<file path="src/rtl/fetch_pkg.sv">
// rtl/fetch_pkg.sv - shared types and field bounds for the LEGv8 fetch stage
// Contents: fetch_state_t FSM encoding, instruction width, opcode and
// immediate field bounds, and the branch offset word shift.
package fetch_pkg;

  typedef enum logic [1:0] {
    REQ   = 2'd0,
    WAIT  = 2'd1,
    ISSUE = 2'd2
  } fetch_state_t;

  localparam int INSTR_W  = 32;

  // Decoder opcode field
  localparam int OPC_HI   = 31;
  localparam int OPC_LO   = 21;

  // B/BL word offset
  localparam int IMM26_HI = 25;
  localparam int IMM26_LO = 0;

  // CBZ/B.cond word offset
  localparam int IMM19_HI = 23;
  localparam int IMM19_LO = 5;

  // Branch immediates count words; shift by this to get a byte offset
  localparam int BR_SHIFT = 2;

endpackage

</file>
<file path="src/rtl/next_pc_calc.sv">
// rtl/next_pc_calc.sv - combinational next-PC and BL link address generator
// Ports:
//   pc          in   current PC (address of instr)
//   instr       in   current instruction word
//   BrTaken     in   decoder: take branch
//   UncondBr    in   decoder: 1 = imm26 offset, 0 = imm19 offset
//   breg_sig    in   decoder: register branch (BR)
//   br_reg_val  in   register value for BR
//   next_pc     out  PC to fetch after this instruction
//   link_addr   out  pc + 4, BL return address
module next_pc_calc
  import fetch_pkg::*;
#(
  parameter int ADDR_W = 64
) (
  input  logic [ADDR_W-1:0]  pc,
  input  logic [INSTR_W-1:0] instr,
  input  logic               BrTaken,
  input  logic               UncondBr,
  input  logic               breg_sig,
  input  logic [ADDR_W-1:0]  br_reg_val,
  output logic [ADDR_W-1:0]  next_pc,
  output logic [ADDR_W-1:0]  link_addr
);

  localparam int IMM26_W = IMM26_HI - IMM26_LO + 1;
  localparam int IMM19_W = IMM19_HI - IMM19_LO + 1;

  logic [ADDR_W-1:0] off26;
  logic [ADDR_W-1:0] off19;
  logic [ADDR_W-1:0] pc_plus4;

  // Sign-extend the word offsets, then scale to bytes; all sums wrap modulo 2^ADDR_W
  assign off26    = {{(ADDR_W-IMM26_W){instr[IMM26_HI]}}, instr[IMM26_HI:IMM26_LO]} << BR_SHIFT;
  assign off19    = {{(ADDR_W-IMM19_W){instr[IMM19_HI]}}, instr[IMM19_HI:IMM19_LO]} << BR_SHIFT;
  assign pc_plus4 = pc + ADDR_W'(4);

  always_comb begin
    next_pc = pc_plus4;
    if (breg_sig) begin
      // Register targets are forced word-aligned
      next_pc = {br_reg_val[ADDR_W-1:BR_SHIFT], {BR_SHIFT{1'b0}}};
    end else if (BrTaken && UncondBr) begin
      next_pc = pc + off26;
    end else if (BrTaken) begin
      next_pc = pc + off19;
    end
  end

  assign link_addr = pc_plus4;

  // Opcode bits and the alignment bits of the BR target play no part here
  logic unused_bits;
  assign unused_bits = ^{instr[INSTR_W-1:IMM26_HI+1], br_reg_val[BR_SHIFT-1:0]};

endmodule

</file>
<file path="src/rtl/fetch_unit.sv">
// rtl/fetch_unit.sv - LEGv8 instruction fetch stage with req/ack memory port
// Ports:
//   clk, reset             clock (rising edge), async active-high reset
//   imem_req/imem_addr     fetch request and address, held until imem_ack
//   imem_ack/imem_rdata    memory response and instruction word
//   instr/instr_valid      registered instruction to the decoder
//   pc_out/link_addr       PC of instr and pc_out + 4 for BL
//   stall                  downstream hold of the current instruction
//   BrTaken/UncondBr/breg_sig/br_reg_val  decoder branch controls
module fetch_unit
  import fetch_pkg::*;
#(
  parameter int                ADDR_W   = 64,
  parameter logic [ADDR_W-1:0] RESET_PC = '0
) (
  input  logic               clk,
  input  logic               reset,
  output logic               imem_req,
  output logic [ADDR_W-1:0]  imem_addr,
  input  logic               imem_ack,
  input  logic [INSTR_W-1:0] imem_rdata,
  output logic [INSTR_W-1:0] instr,
  output logic               instr_valid,
  input  logic               stall,
  input  logic               BrTaken,
  input  logic               UncondBr,
  input  logic               breg_sig,
  input  logic [ADDR_W-1:0]  br_reg_val,
  output logic [ADDR_W-1:0]  pc_out,
  output logic [ADDR_W-1:0]  link_addr
);

  fetch_state_t      state;
  logic [ADDR_W-1:0] pc;
  logic [ADDR_W-1:0] next_pc;

  next_pc_calc #(
    .ADDR_W(ADDR_W)
  ) u_next_pc_calc (
    .pc        (pc),
    .instr     (instr),
    .BrTaken   (BrTaken),
    .UncondBr  (UncondBr),
    .breg_sig  (breg_sig),
    .br_reg_val(br_reg_val),
    .next_pc   (next_pc),
    .link_addr (link_addr)
  );

  // pc only changes when leaving ISSUE, so the address is stable while requesting
  assign imem_addr = pc;
  assign pc_out    = pc;

  always_ff @(posedge clk or posedge reset) begin
    if (reset) begin
      state       <= REQ;
      pc          <= RESET_PC;
      instr       <= '0;
      instr_valid <= 1'b0;
      imem_req    <= 1'b0;
    end else begin
      case (state)
        REQ: begin
          if (!imem_req) begin
            // First cycle out of reset: raise the request, any ack now is stale
            imem_req <= 1'b1;
          end else if (imem_ack) begin
            instr       <= imem_rdata;
            instr_valid <= 1'b1;
            imem_req    <= 1'b0;
            state       <= ISSUE;
          end else begin
            state <= WAIT;
          end
        end
        WAIT: begin
          if (imem_ack) begin
            instr       <= imem_rdata;
            instr_valid <= 1'b1;
            imem_req    <= 1'b0;
            state       <= ISSUE;
          end
        end
        ISSUE: begin
          if (!stall) begin
            pc          <= next_pc;
            instr_valid <= 1'b0;
            imem_req    <= 1'b1;
            state       <= REQ;
          end
        end
        default: begin
          state       <= REQ;
          instr_valid <= 1'b0;
          imem_req    <= 1'b0;
        end
      endcase
    end
  end

endmodule

</file>
<file path="config.mk">
export PLATFORM = sky130hd
export DESIGN_NAME = fetch_unit
export DESIGN_NICKNAME = d
export VERILOG_FILES = /design/src/rtl/fetch_pkg.sv /design/src/rtl/next_pc_calc.sv /design/src/rtl/fetch_unit.sv
export SDC_FILE = /design/constraint.sdc
export NUM_CORES = 1
export LEC_CHECK = 0
export CAP_MARGIN = 40
export CORE_MARGIN = 1
export CORE_UTILIZATION = 45
export DETAILED_ROUTE_END_ITERATION = 6
export GPL_TIMING_DRIVEN = 0
export PLACE_DENSITY = 0.72
export SLEW_MARGIN = 0
export SYNTH_ARGS = -nofsm -noshare
export SYNTH_HDL_FRONTEND = slang
export SYNTH_HIERARCHICAL = 1
export SYNTH_SLANG_ARGS = --single-unit
</file>
<file path="constraint.sdc">
create_clock -name clk -period 4.8 [get_ports clk]
set_input_delay 1.44 -clock clk [delete_from_list [all_inputs] [get_ports clk]]
set_output_delay 1.44 -clock clk [all_outputs]
set_load 0.005 [all_outputs]
</file>
== Yosys cells after proc, flatten, opt, wreduce, memory -nomap -nowiden ==
Index checks and enable logic that the tools add are counted.
Storage, ports and cells
  register bits: 100
  bits of input ports: 103
  output and inout bits: 226
  logic and storage cells: 42
Cells by class
  add/subtract/negate cells: 3
  equal/unequal tests: 5
  muxes and demuxes: 20
  bitwise operators: 1
  reduce and logical (&&, ||, !) cells: 8
Operator list (count)
  $mux W64: 3
  $add A64 B64 Y64: 2
  $add A64 B3 Y64 const B: 1
  $mux W32: 2
  $pmux W32 S2: 1
  $mux W2: 4
  $reduce_and A2 Y1: 4
  $mux W1: 7
  $ne A2 B2 Y1 const B: 3
  $pmux W1 S3: 2
  $pmux W2 S3: 1
  $reduce_and A3 Y1: 1
  $eq A2 B1 Y1 const B: 1
  $eq A2 B2 Y1 const B: 1
  $logic_not A2 Y1: 1
  $reduce_bool A2 Y1: 1
  $logic_and A1 B1 Y1: 1
  $not A1 Y1: 1

== Depth between registers and ports, before layout ==
  depth in word-level cells: 4
  depth in mapped cells: 13
  depth with buffers taken out: 13

== Modules after synthesis ==
Netlist, hierarchy kept.
Modules (own cells, without submodules)
  next_pc_calc: times used 1, cells each 1618, area each 10611.4 um^2, sequential area each 0.0 um^2
  fetch_unit: times used 1, cells each 284, area each 4239.1 um^2, sequential area each 2502.4 um^2

== Worst setup path after synthesis ==
OpenSTA, ideal clock, no wires.
  path kind: register to register
  start point: register instr[23]
  end point: register pc[60], in the netlist imem_addr[60]
  setup time: 125 ps
  data arrival time: 3821 ps
  required time: 4675 ps
  path slack: 855 ps
  cell stages (with the launch flop): 14
  buffers on the path: 1
  period minus slack after synthesis: 3945 ps
  cells stage by stage: dfrtp_1 ha_1 buf_6 a21o_1 o21bai_4 a221oi_2 o21ai_0 o2111ai_2 a31oi_4 a2111oi_4 o31ai_2 xor2_1 a22o_1 mux2_2
Between the ends
  word-level cells in the longest chain between the ends: 4
  elaborated cells on any way between the ends: 5
  those cells by class: add/sub (2); mux (3)
Ends and longest elaborated chain
  start: declaration: RTL line fetch_unit.sv:22  | output logic [INSTR_W-1:0] instr,
  start signal: assignment: RTL line fetch_unit.sv:68  | instr <= imem_rdata;
  start signal: assignment: RTL line fetch_unit.sv:78  | instr <= imem_rdata;
  $add A64 B64 Y64: RTL line next_pc_calc.sv:46  | next_pc = pc + off19;
  $mux W64: RTL line next_pc_calc.sv:45  | end else if (BrTaken) begin
  $mux W64 (*): RTL line next_pc_calc.sv:43  | end else if (BrTaken && UncondBr) begin
  $mux W64 (*): RTL line next_pc_calc.sv:40  | if (breg_sig) begin
  named net next_pc[60]: RTL line fetch_unit.sv:35  | logic [ADDR_W-1:0] next_pc;
  end signal: assignment: RTL line fetch_unit.sv:86  | pc <= next_pc;
  end: declaration: RTL line fetch_unit.sv:34  | logic [ADDR_W-1:0] pc;
Mark *: on every way through the listed nets, which the timed path passes. The rest lies on a longest branch.
A chain may end at the register's enable or synchronous reset.

== Final worst setup path ==
  start point: register pc[2], in the netlist imem_addr[2]
  end point: output port link_addr[56]
Between the ends
  word-level cells in the longest chain between the ends: 1
Ends and longest elaborated chain
  $add A64 B3 Y64: RTL line next_pc_calc.sv:36  | assign pc_plus4 = pc + ADDR_W'(4);
  end: declaration: RTL line fetch_unit.sv:30  | output logic [ADDR_W-1:0] link_addr
Every way passes these cells.

==> run_results.csv <==
group,metric,value,unit
power,power_frac_seq,0.118,
power,cellPowerDensity,985,nW/um2
cts,h-tree-depth,3,
yosys,synthMuxAreaShare,0.0824,
global_routing,overflow,0,
timing,holdWs,512,ps
run,maxCapViolations,0,
floorplan,ios,329,
drt,viasPerCell,6.15,
yosys,synth_area,14900,um2
timing,setup_viol,0,
yosys,yosys.area_share.simple,0.191,
power,p_switching,10.4,mW
worst_setup_path,critPathSlowestCell,"clkdlybuf4s50_1",
worst_setup_path,path_cells,"ha_2 > nand2_1 > nor2_4 > and4_4 > buf_6 > nand4_4 > or4_4 > xnor2_2 > clkdlybuf4s50_1",
yosys,ys_top_cells_by_area,"dfrtp_1, ha_1, mux2_2, a21oi_1, xnor2_1",
timing,worst_pin_slew,973,ps
yosys,synth_cell_types,103,
cts,clock_path_buffers,2,
drt,vias,16883,
power,swShare,0.538,
worst_setup_path,crit_path_max_fanout,7,
power,combPwrFrac,0.838,
worst_setup_path,slowest_delay,560,ps
cts,cts.clk_slew.worst_paths,70,ps
yosys,avgSynthCellArea,7.81,um2
floorplan,core_area,32500,um2
placed_design,place_hpwl,53.4,mm
worst_setup_path,crit_buf_inv,2,
global_routing,antenna_found_initial,1,
cts,cts_root_buf,"clkbuf_16",
yosys,syn-num-nets,2129,
yosys,synth-compound-area-share,0.274,
timing,hold_viol,0,
cells_and_area,n_antenna_cell,0,
global_routing,first_global_vias,15891,
drt,drc,0,
floorplan,dieArea,33700,um2
yosys,seq_area_frac_synth,0.169,
yosys,synth_enable_flop_cells,0,
timing,fin_crit,4770,ps
drt,postRouteAntennaNets,0,
timing,fin_skew,13.4,ps
drt,dr.pass1.iters,6,
placed_design,gp_congestion,1.01,
run_status,status,"finished, final reports clean",
cells_and_area,final_util,0.604,
timing,relSlewSlack,0.352,
yosys,ys.flop_type,"dfrtp_1",
floorplan,start_util,0.456,
yosys,synth_xor_area_frac,0.0978,
floorplan,row_count,66,
cts,numCtsBuffers,9,
drt,routed_wirelength,66.9,mm
global_routing,grt_start_max_net_pins,63,
worst_setup_path,arrival,3330,ps
power,intPower,8.94,mW
hold_path,hold_path.class,"flop to flop",
yosys,yosys.area.top_type,"dfrtp_1",
timing,drv_slew,0,
yosys,yosys_warnings,6,
worst_setup_path,start_kind,"flop",
timing,max_freq,210,MHz
floorplan,dieWidth,184,um
worst_setup_path,cpLargestDelayFamily,"simple AND/OR/NAND/NOR gates",
cts,clkLatencyLatePin,390,ps
worst_setup_path,cp-end-kind,"primary output",
global_routing,grt_usage,0.386,
worst_setup_path,critPathKind,"flop to primary output",
yosys,synthArstFlopShare,1.00,
cts,cts.sinks,100,
global_routing,grt_pass1_wl,98.2,mm
yosys,synth_fa_ha_area_frac,0.105,
power,clkPwrFrac,0.044,
power,peakVddDrop,0.395,mV
worst_setup_path,critPathRequiredTime,3360,ps
yosys,synth_seq_cells,100,
drt,drtIter0Drc,1692,
cts,cts_tree,"done",
cells_and_area,drive_gt1_frac,0.165,
power,p_leak,8.24,nW
timing,period_share,0.993,
cells_and_area,area_growth,32.2,%
floorplan,die_h,184,um
drt,avgRoutedWirePerCell,24.4,um
cts,cts_hold_buf,0,
placed_design,io_buffers,325,
yosys,synth_top_family_by_area,"compound AO/OA/AOI/OAI gates",
yosys,synth_top_area_share,0.169,
yosys,syn_inst,1902,
cells_and_area,nets,2525,
[cell type report]
cell class              count  area, um2
inverters                  43        164
clock inverters             5       66.3
fillers                  3038      12900
flip-flops and latches    100       2530
multi-input cells        1579      11200
clock buffers              11        253
well taps                 442        553
repair buffers            386       3800
plain buffers             179       1050
[kinds of logic (layout without fill, tap and decap cells)]
logic type | after synthesis | count (layout)
DFF | 100 | 100
and+or+nand+nor | 570 | 570
AOI/OAI and AO/OA | 610 | 610
buffers and inverters | 223 | 624
xor gates and xnor gates | 165 | 165
adders and majority gates | 124 | 124
muxes | 110 | 110
[repair_timing]
item | 4_1_cts | 5_1_grt
pin swaps | 3 | 7
endpoints found under the setup margin | 29 | 19
hold endpoints to repair | 0 | 0
resized for setup | 29 | 15
buffers inserted | 13 | 32
[power groups by stage]
stage	clock network, mW	logic [mW]	registers (mW)
final	0.851	16.2	2.28
after global routing	0.884	17.4	2.34
after CTS	0.857	15.7	2.29
after detailed placement	0	15.4	2.37
after global placement	0	15.1	2.47
after floorplan	0	10.3	2.01
[flip-flops by register name, indices dropped and copies added, names as in the netlist]
signal and count:
imem_req 1, imem_addr 64, state 2, instr_valid 1
instr 32
[worst paths after layout]
| kind | startpoint | end | slack, ps | cells past startpoint |
|---|---|---|---|---|
| max | imem_addr[2] | link_addr[56] | 30 | 9 |
| min | instr[28] | instr[28] | 510 | 1 |
| max reg2reg | instr[23] | imem_addr[57] | 290 | 14 |
| min reg2reg | instr[28] | instr[28] | 510 | 1 |
| max in group asynchronous | reset | imem_addr[24] | 2510 | 3 |
| min in group asynchronous | reset | instr[23] | 1490 | 2 |
[cells in the final DEF (no fill, tap or decap), types with 26 or more instances in the layout]
| cell type | n |
|---|---|
| nor2_1 | 119 |
| inv_1 | 41 |
| buf_4 | 121 |
| a21oi_1 | 177 |
| nand2_1 | 202 |
| nand4_1 | 59 |
| mux2_2 | 92 |
| a21o_1 | 62 |
| ha_1 | 121 |
| dfrtp_2 | 26 |
| clkdlybuf4s50_1 | 325 |
| o211ai_1 | 27 |
| o21bai_1 | 27 |
| dfrtp_1 | 74 |
| xnor2_1 | 98 |
| o21ai_0 | 114 |
| nand3_1 | 44 |
| xor2_1 | 63 |
| clkbuf_1 | 58 |
| buf_2 | 32 |
| nor3_1 | 28 |
[worst reg2reg max path, cell delays in order (launching register included)]
cell	delay, ps
dfrtp_2	580
buf_12	280
ha_1	300
buf_2	170
a21o_1	220
o21bai_1	200
a221oi_1	520
o211ai_1	170
a211oi_1	680
o31ai_2	220
a21oi_1	200
xnor2_1	180
a211oi_1	140
a211o_1	270
mux2_2	270
[cells in the mapped netlist, types with 16 or more instances]
| library cell | count |
|---|---|
| xnor2_1 | 101 |
| xor2_1 | 63 |
| ha_1 | 122 |
| buf_4 | 76 |
| nor3_1 | 30 |
| a21oi_1 | 177 |
| nand4_1 | 59 |
| o211ai_1 | 27 |
| o21bai_1 | 27 |
| nand2b_1 | 16 |
| nand2_1 | 202 |
| mux2_2 | 92 |
| nor2_1 | 121 |
| inv_1 | 42 |
| o21ai_1 | 22 |
| clkbuf_1 | 59 |
| o21a_1 | 19 |
| dfrtp_1 | 100 |
| and2_1 | 17 |
| o21ai_0 | 114 |
| buf_2 | 31 |
| a21o_1 | 62 |
| a31oi_1 | 17 |
| nand3_1 | 46 |
| and3_1 | 16 |
[per-layer routing]
layer  vias up  part of all wire  GRT usage
li1       7757                 -          -
met1      8121              0.43      0.513
met5         -                 0          0
met4         0             0.034      0.152
met3       120             0.087     0.0693
met2       885              0.45      0.618
[through the flow]
step / cells / TNS (ps) / area [um2] / power [mW] / setup slack [ps]
6_report: 2745 / 0 / 19600 / 19.3 / 34.7
5_1_grt: 2745 / -14.5 / 19600 / 20.7 / -14.5
4_1_cts: 2713 / 0 / 19300 / 18.8 / 15.5
3_5_place_dp: 2685 / -801 / 18900 / 17.8 / -159
3_3_place_gp: 2669 / -132210 / 18700 / 17.5 / -1260
2_1_floorplan: 1902 / 0 / 14900 / 12.3 / 741
Note: power is estimated with default switching activity, not from simulation.
